$ cat config.mk
export PLATFORM = sky130hd
export DESIGN_NAME = hazard_ctrl
export DESIGN_NICKNAME = d
export VERILOG_FILES = /design/src/rtl/hazard_pkg.sv /design/src/rtl/hz_match.sv /design/src/rtl/hazard_ctrl.sv
export SDC_FILE = /design/constraint.sdc
export NUM_CORES = 1
export LEC_CHECK = 0
export BUFFER_PORTS_ARGS = -buffer_cell sky130_fd_sc_hd__buf_2
export CORE_MARGIN = 1.5
export CORE_UTILIZATION = 35
export CTS_BUF_LIST = sky130_fd_sc_hd__clkbuf_4 sky130_fd_sc_hd__clkbuf_8
export DETAILED_ROUTE_END_ITERATION = 6
export PLACE_DENSITY = 0.63
export SYNTH_ARGS = -nofsm -noshare
export SYNTH_HDL_FRONTEND = slang
export SYNTH_SLANG_ARGS = --single-unit
$ cat constraint.sdc
create_clock -name clk -period 2.7 [get_ports clk]
set_input_delay 0 -clock clk [delete_from_list [all_inputs] [get_ports clk]]
set_output_delay 0 -clock clk [all_outputs]
set_load 0.05 [all_outputs]
$ cat src/rtl/hazard_pkg.sv
// rtl/hazard_pkg.sv - shared types and helpers for the hazard controller
//
// Purpose : producer scoreboard tag, forwarding-select encoding and the
//           saturating Tnew decrement used when a tag advances one stage.
// Ports   : none (package).
package hazard_pkg;

    localparam int HZ_AW = 5;

    typedef struct packed {
        logic             valid;
        logic [HZ_AW-1:0] anew;
        logic [1:0]       tnew;
    } hz_tag_t;

    typedef enum logic [1:0] {
        FWD_NONE = 2'd0,
        FWD_EX   = 2'd1,
        FWD_DM   = 2'd2,
        FWD_RW   = 2'd3
    } fwd_sel_e;

    // Cycles-until-ready shrinks by one per stage but never goes negative.
    function automatic logic [1:0] sat_dec(input logic [1:0] tnew);
        return (tnew == 2'd0) ? 2'd0 : tnew - 2'd1;
    endfunction

endpackage

$ cat src/rtl/hz_match.sv
// rtl/hz_match.sv - youngest-producer match for one consumer source register
//
// Purpose : finds the youngest valid producer tag (EX, then DM, then RW)
//           writing the requested register; register 0 never matches.
// Ports   : ause   in  consumer source register
//           exTag  in  producer tag in EX (tie to zero for no EX slot)
//           dmTag  in  producer tag in DM
//           rwTag  in  producer tag in RW
//           hit    out a producer was found
//           stage  out stage holding that producer
//           tnew   out that producer's remaining cycles until its result exists
module hz_match
    import hazard_pkg::*;
(
    input  logic [HZ_AW-1:0] ause,
    input  hz_tag_t          exTag,
    input  hz_tag_t          dmTag,
    input  hz_tag_t          rwTag,
    output logic             hit,
    output fwd_sel_e         stage,
    output logic [1:0]       tnew
);

    always_comb begin
        hit   = 1'b0;
        stage = FWD_NONE;
        tnew  = 2'd0;
        if (ause != '0) begin
            // Priority order keeps the youngest write visible, hiding older ones.
            if (exTag.valid && exTag.anew == ause) begin
                hit   = 1'b1;
                stage = FWD_EX;
                tnew  = exTag.tnew;
            end else if (dmTag.valid && dmTag.anew == ause) begin
                hit   = 1'b1;
                stage = FWD_DM;
                tnew  = dmTag.tnew;
            end else if (rwTag.valid && rwTag.anew == ause) begin
                hit   = 1'b1;
                stage = FWD_RW;
                tnew  = rwTag.tnew;
            end
        end
    end

endmodule

$ cat src/rtl/hazard_ctrl.sv
// rtl/hazard_ctrl.sv - stall/forward controller for the 5-stage pipeline
//
// Purpose : tracks in-flight producers in EX/DM/RW, stalls the RR consumer
//           while an operand is not yet available, and drives forwarding
//           selects for RR and EX operands.
// Ports   : clk, reset (async, active-low)
//           rr_valid, rr_ause0/1, rr_tuse0/1, rr_anew, rr_tnew  RR instruction
//           stall                   freeze PC/IF2RR, bubble RR2EX
//           fwd_rr_sel0/1           RR operand source (0 GRF,1 EX,2 DM,3 RW)
//           fwd_ex_sel0/1           EX operand source (0 RR2EX,2 DM,3 RW)
//           stall_cnt               stalled-cycle counter (HAZARD_STAT_EN only)
// Config  : define HAZARD_STAT_EN to add the stall_cnt port and counter.
module hazard_ctrl
    import hazard_pkg::*;
#(
    parameter int AW = HZ_AW
`ifdef HAZARD_STAT_EN
    ,
    parameter int STAT_W = 32
`endif
) (
    input  logic          clk,
    input  logic          reset,
    input  logic          rr_valid,
    input  logic [AW-1:0] rr_ause0,
    input  logic [1:0]    rr_tuse0,
    input  logic [AW-1:0] rr_ause1,
    input  logic [1:0]    rr_tuse1,
    input  logic [AW-1:0] rr_anew,
    input  logic [1:0]    rr_tnew,
    output logic          stall,
    output logic [1:0]    fwd_rr_sel0,
    output logic [1:0]    fwd_rr_sel1,
    output logic [1:0]    fwd_ex_sel0,
    output logic [1:0]    fwd_ex_sel1
`ifdef HAZARD_STAT_EN
    ,
    output logic [STAT_W-1:0] stall_cnt
`endif
);

    localparam hz_tag_t NO_TAG = '0;

    hz_tag_t       exTag, dmTag, rwTag;
    logic [AW-1:0] exAuse0, exAuse1;

    logic          rrHit0, rrHit1, exHit0, exHit1;
    fwd_sel_e      rrStage0, rrStage1, exStage0, exStage1;
    logic [1:0]    rrTnew0, rrTnew1, exTnew0, exTnew1;

    hz_match uRr0 (.ause(rr_ause0), .exTag(exTag), .dmTag(dmTag), .rwTag(rwTag),
                   .hit(rrHit0), .stage(rrStage0), .tnew(rrTnew0));
    hz_match uRr1 (.ause(rr_ause1), .exTag(exTag), .dmTag(dmTag), .rwTag(rwTag),
                   .hit(rrHit1), .stage(rrStage1), .tnew(rrTnew1));

    // The EX consumer is itself the instruction in EX, so only DM/RW can feed it.
    hz_match uEx0 (.ause(exAuse0), .exTag(NO_TAG), .dmTag(dmTag), .rwTag(rwTag),
                   .hit(exHit0), .stage(exStage0), .tnew(exTnew0));
    hz_match uEx1 (.ause(exAuse1), .exTag(NO_TAG), .dmTag(dmTag), .rwTag(rwTag),
                   .hit(exHit1), .stage(exStage1), .tnew(exTnew1));

    // Operands are consumed in EX at the latest, so any Tuse >= 1 behaves as 1.
    logic tuse0, tuse1;
    assign tuse0 = |rr_tuse0;
    assign tuse1 = |rr_tuse1;

    assign stall = rr_valid &
                   ((rrHit0 & (rrTnew0 > {1'b0, tuse0})) |
                    (rrHit1 & (rrTnew1 > {1'b0, tuse1})));

    assign fwd_rr_sel0 = (rrHit0 && rrTnew0 == 2'd0 && !stall) ? rrStage0 : FWD_NONE;
    assign fwd_rr_sel1 = (rrHit1 && rrTnew1 == 2'd0 && !stall) ? rrStage1 : FWD_NONE;
    assign fwd_ex_sel0 = (exHit0 && exTnew0 == 2'd0) ? exStage0 : FWD_NONE;
    assign fwd_ex_sel1 = (exHit1 && exTnew1 == 2'd0) ? exStage1 : FWD_NONE;

    always_ff @(posedge clk or negedge reset) begin
        if (!reset) begin
            exTag   <= '0;
            dmTag   <= '0;
            rwTag   <= '0;
            exAuse0 <= '0;
            exAuse1 <= '0;
        end else begin
            // Writes to register 0 are stored invalid so they never match.
            if (stall || !rr_valid || rr_anew == '0) begin
                exTag <= '0;
            end else begin
                exTag <= '{valid: 1'b1, anew: rr_anew, tnew: sat_dec(rr_tnew)};
            end
            dmTag <= '{valid: exTag.valid, anew: exTag.anew, tnew: sat_dec(exTag.tnew)};
            rwTag <= '{valid: dmTag.valid, anew: dmTag.anew, tnew: sat_dec(dmTag.tnew)};
            if (!stall && rr_valid) begin
                exAuse0 <= rr_ause0;
                exAuse1 <= rr_ause1;
            end else begin
                exAuse0 <= '0;
                exAuse1 <= '0;
            end
        end
    end

`ifdef HAZARD_STAT_EN
    always_ff @(posedge clk or negedge reset) begin
        if (!reset) begin
            stall_cnt <= '0;
        end else if (stall) begin
            stall_cnt <= stall_cnt + 1'b1;
        end
    end
`else
    // No stall statistics in this build.
`endif

endmodule
After elaboration in Yosys (flattened, before gate mapping)
Index checks and enable logic that the tools add are counted.

Bits in registers: 34. Latch bits: 0. Memory bits (writable): 0. Bits in read-only memories: 0. Output and inout port bits: 9. Logic and storage cells: 117. Memories: 0.

$add $sub $neg: 3. Multiply operators: 0. Divide/modulo/power cells: 0. $lt $le $gt $ge: 2. Eq/ne operators: 10. Shifts and indexed selects: 0. Multiplexer cells: 52. Bitwise logic cells: 4. Reduce and logical (&&, ||, !) cells: 35.

Operators with widths (number): 2-bit 2-to-1 mux (35); 5-bit == test (10); 5-bit nonzero test (4); 1-bit logical AND (17); 2-bit zero test (7); 1-bit 2-to-1 mux (14); 5-bit 2-to-1 mux (2); 8-bit 2-to-1 mux (1); 2-bit by 1-bit subtractor with 2-bit output, second input constant (3); 5-bit zero test (1); 2-bit by 1-bit greater-than comparator with 1-bit output (2); 2-bit OR reduction (2); 1-bit bitwise AND (3); 1-bit zero test (2); 1-bit logical OR (2); 1-bit bitwise OR (1).

Depth between registers and ports, before layout
Word-level depth: 13. Depth in mapped cells: 12. Mapped depth without buffers: 11.

Modules after synthesis
A second synthesis with hierarchy kept.

Cells, all modules: 241. Area, all modules: 2322.2 um2.

By module, submodules not included: hazard_ctrl (instances 1, cells each 89, area each 1241.2 um2, sequential area each 850.8 um2); hz_match (instances 4, cells each 38, area each 270.3 um2, sequential area each 0.0 um2).

Worst setup path before layout
OpenSTA, ideal clock, no wires.

Kind: register to output. From: reg, netlist name dmTag[3]. To: out fwd_ex_sel0[0]. Data arrival time: 3570 ps. Setup slack: -870 ps. Stages on the path, launching flop included: 7. Cell sequence: dfrtp_1 xor2_1 nor4_1 nand3_1 mux2i_1 a21oi_1 nor4bb_1.

Word-level cells in the longest chain between the ends: 7. Elaborated cells between the ends (all ways): 11. Those cells by class: eq/ne (1); mux (7); reduce/logical (3).

RTL lines: 5-bit == test (*) (RTL line hz_match.sv:34) `end else if (dmTag.valid && dmTag.anew == ause) begin`; 1-bit logical AND (*) (RTL line hz_match.sv:34); 2-bit 2-to-1 mux (RTL line hz_match.sv:34); 2-bit 2-to-1 mux (RTL line hz_match.sv:28) `if (ause != '0) begin`; 2-bit zero test (RTL line hazard_ctrl.sv:73) `assign fwd_ex_sel0 = (exHit0 && exTnew0 == 2'd0) ? exStage0 : FWD_NONE;`; 1-bit logical AND (RTL line hazard_ctrl.sv:73); 2-bit 2-to-1 mux (*) (RTL line hazard_ctrl.sv:73); end, declared (RTL line hazard_ctrl.sv:34) `output logic [1:0] fwd_ex_sel0,`.

Every way passes the cells marked *; elsewhere a longest branch is shown, timed or not.

Worst setup path in the final report
From: reg, netlist name rwTag[4]. To: out fwd_rr_sel0[1].

Word-level cells in the longest chain between the ends: 13. Elaborated cells between the ends (all ways): 35. Those cells by class: order compare (2); eq/ne (2); mux (21); bitwise (4); reduce/logical (6).

RTL lines: 5-bit == test (RTL line hz_match.sv:38) `end else if (rwTag.valid && rwTag.anew == ause) begin`; 1-bit logical AND (RTL line hz_match.sv:38); 2-bit 2-to-1 mux (RTL line hz_match.sv:38); 2-bit 2-to-1 mux (RTL line hz_match.sv:34); 2-bit 2-to-1 mux (RTL line hz_match.sv:30) `if (exTag.valid && exTag.anew == ause) begin`; 2-bit 2-to-1 mux (RTL line hz_match.sv:28); 2-bit by 1-bit greater-than comparator with 1-bit output, on equally long branches (RTL line hazard_ctrl.sv:68, hazard_ctrl.sv:69); 1-bit bitwise AND, on equally long branches (RTL line hazard_ctrl.sv:68, hazard_ctrl.sv:69); 1-bit bitwise OR (RTL line hazard_ctrl.sv:68) `((rrHit0 & (rrTnew0 > {1'b0, tuse0})) |`; 1-bit bitwise AND (RTL line hazard_ctrl.sv:67) `assign stall = rr_valid &`; 1-bit zero test (RTL line hazard_ctrl.sv:71) `assign fwd_rr_sel0 = (rrHit0 && rrTnew0 == 2'd0 && !stall) ? rrStage0 : FWD_NONE;`; 1-bit logical AND (RTL line hazard_ctrl.sv:71); 2-bit 2-to-1 mux (*) (RTL line hazard_ctrl.sv:71); end, declared (RTL line hazard_ctrl.sv:32) `output logic [1:0] fwd_rr_sel0,`.

Marked as above.

==> flow_summary.toml <==
[outcome]
outcome = "finished with violations"
failed_checks = "setup timing"

[clocking]
cts.sinks = 34
clock-root-buffer = "clkbuf_8"
cts_buffer_depth = 2
cts_made_buffers = 5
worstSkewPairLatency_ns = 0.29
cts.clk_slew.worst_paths_ns = 0.07
cts_tree = "done"
h-tree-depth = 2

[worst_setup_path]
crit_start = "rwTag[4]"
r2r_start = "rwTag[4]"
r2r_setup_slack_ns = -0.28
path_class = "flop to primary output"
cp_max_fo = 3
crit_arrival_ns = 3.11
critPathCaptureType = "primary output"
required_ns = 2.70
r2r_cells = 12
start_kind = "flop"

[routing]
first_iter_violations = 110
vias = 1873
totalWireLength_um = 5610
wl_per_cell_um = 15.2
drt_pass1_iterations = 4
routed_via_density = 5.09
drcViolationCount = 0
antenna_left = 0

[yosys]
ys_seq_elements = 34
synthCells = 209
synthArstFlopShare = 1.00
yosysTopAreaCellShare = 0.397
synth_fp_nets = 235
synth_area_leader_cell = "dfrtp_1"
syn-cell-area_mm2 = 0.00214
yosys_warnings = 0
synthTopCellsByCount = "dfrtp_1 (34), xnor2_1 (25), xor2_1 (25), and2_1 (20), nor2_1 (19)"
synth_area_per_cell_um2 = 10.3
synth_edf_count = 0
yosys.cell_count.top_type = "dfrtp_1"
synth-main-ff-cell = "dfrtp_1"
synthTopCellsByArea = "dfrtp_1 (40%), xnor2_1 (10%), xor2_1 (10%)"
synth_sequential_area_ratio = 0.397
synthDistinctLibCells = 41

[finish]
area_delta_synth_final_pct = 42.6
drive_gt1_frac = 0.365
finalNetCount = 319
antenna_cells = 0
fin_cells = 368

[hold_path]
hold_path.class = "primary input to flop"
worstHoldPathCells = 2
hp-start = "rr_tnew[0]"

[floorplan]
io_pins = 33
row_count = 28
die_w_um = 81.3
dieArea_mm2 = 0.00660
initial_utilization = 0.362
core_area_mm2 = 0.00592
die_h_um = 81.3

[timing]
tns_ns = -5.67
rsz0062_at_grt = "yes"
period_share = 1.15
worst_pin_slew_ns = 0.745
setup_viol = 23
timing.hold.ws_ns = 0.00481
fmax_mhz = 321
worst_slack_ns = -0.411
hold_violations = 0
fin_skew_ns = 0.00599
period_needed_ns = 3.11
report.final.slew_viol_count = 0
max_slew_margin = 0.504

[flow_run]
maxCapViolations = 0

[global_route]
grt_first_pass_wirelength_um = 9270
grt_overflow = 0
first_global_vias = 1868
groute.usage.overall = 0.191
antenna_found_initial = 0
grt_max_degree = 35

[pwr]
peakVddDrop_mv = 0.306
p_per_area_mw_per_mm2 = 448
power_mw = 1.37
p_leak_nw = 1.35

[place]
dpl.hpwl_um = 4200
dp.cells = 348
gp_congestion = 0.875
io_buffers = 32
-- what timing repair did --
item	4_1_cts	5_1_grt
pin swaps	2	1
gates resized for setup	20	1
endpoints found under the setup margin	23	23
setup buffers	5	1
hold buffers	8	0
hold endpoints to repair	41	0
-- path summary, 6_finish.rpt --
path / endpoint
setup / recovery: fwd_rr_sel0[1]
hold / removal: exTag[1]
setup reg to reg: exTag[1]
hold reg to reg: dmTag[7]
max in group asynchronous: dmTag[2]
min in group asynchronous: exAuse0[3]
-- cell type report --
class,instances,area [um2]
timing repair buffer,78,584
multi-input combinational,168,1390
clock buffer,6,82.6
inverter,6,22.5
sequential,34,851
clock inverter,1,30.0
tap,75,93.8
fill,516,2860
-- metal layers --
layer  global-route usage  wire length (um)  part of all wire  up-vias
met3               0.0360               235             0.042       10
met2                0.316              2750              0.49       51
met4               0.0655               107             0.019        0
met5                    0                 0                 0        -
met1                0.250              2520              0.45      903
li1                     -                 -                 -      909
-- critical path, cell delays in order (launching register included) --
cell	delay, ns
dfrtp_1	0.41
buf_6	0.14
xnor2_2	0.16
nand4_1	0.21
a2111oi_4	0.26
o311ai_2	0.13
ha_1	0.31
nor2_2	0.05
a2111oi_4	0.35
o22ai_4	0.15
buf_12	0.15
a2111oi_4	0.30
buf_6	0.20
-- through the flow --
step	instance area, um2	setup WS (ns)	utilization
finish	3060	-0.411	0.516
global route	3060	-0.567	0.516
CTS	3040	-0.412	0.514
detailed placement	2730	-0.255	0.460
global placement	2730	-0.254	0.460
floorplan	2240	-0.198	-
-- where the power goes --
group / switching [mW] / internal (mW) / leakage [nW] / total [mW]
sequential: 0.0310 / 0.536 / 0.440 / 0.567
clock: 0.174 / 0.295 / 0.0573 / 0.469
combinational: 0.173 / 0.160 / 0.853 / 0.333
-- logic make-up (layout without fill, tap and decap cells) --
| family | count (synthesis) | in the layout | share of synthesized area |
|---|---|---|---|
| compound gates | 25 | 25 | 0.115 |
| xor+xnor | 50 | 50 | 0.204 |
| fa+ha+maj | 2 | 2 | 0.0117 |
| buf+inv | 7 | 91 | 0.0158 |
| flops | 34 | 34 | 0.397 |
| mux | 1 | 1 | 0.00467 |
| simple gates | 90 | 90 | 0.252 |
-- flip-flops by register name, summed over array words and instances (netlist names) --
name	cells
exAuse1	5
exTag	8
dmTag	8
rwTag	8
exAuse0	5
-- layout by cell type (no fill, tap or decap), types with 6 or more instances in the layout --
master	instances
nand2_1	7
buf_4	34
and2_1	19
dfrtp_1	34
xor2_1	25
nor3_1	7
nor2_1	17
buf_6	7
buf_2	27
dlygate4sd3_1	8
nand3_1	9
clkbuf_8	6
inv_1	6
xnor2_1	23
Note: power is estimated with default switching activity, not from simulation.
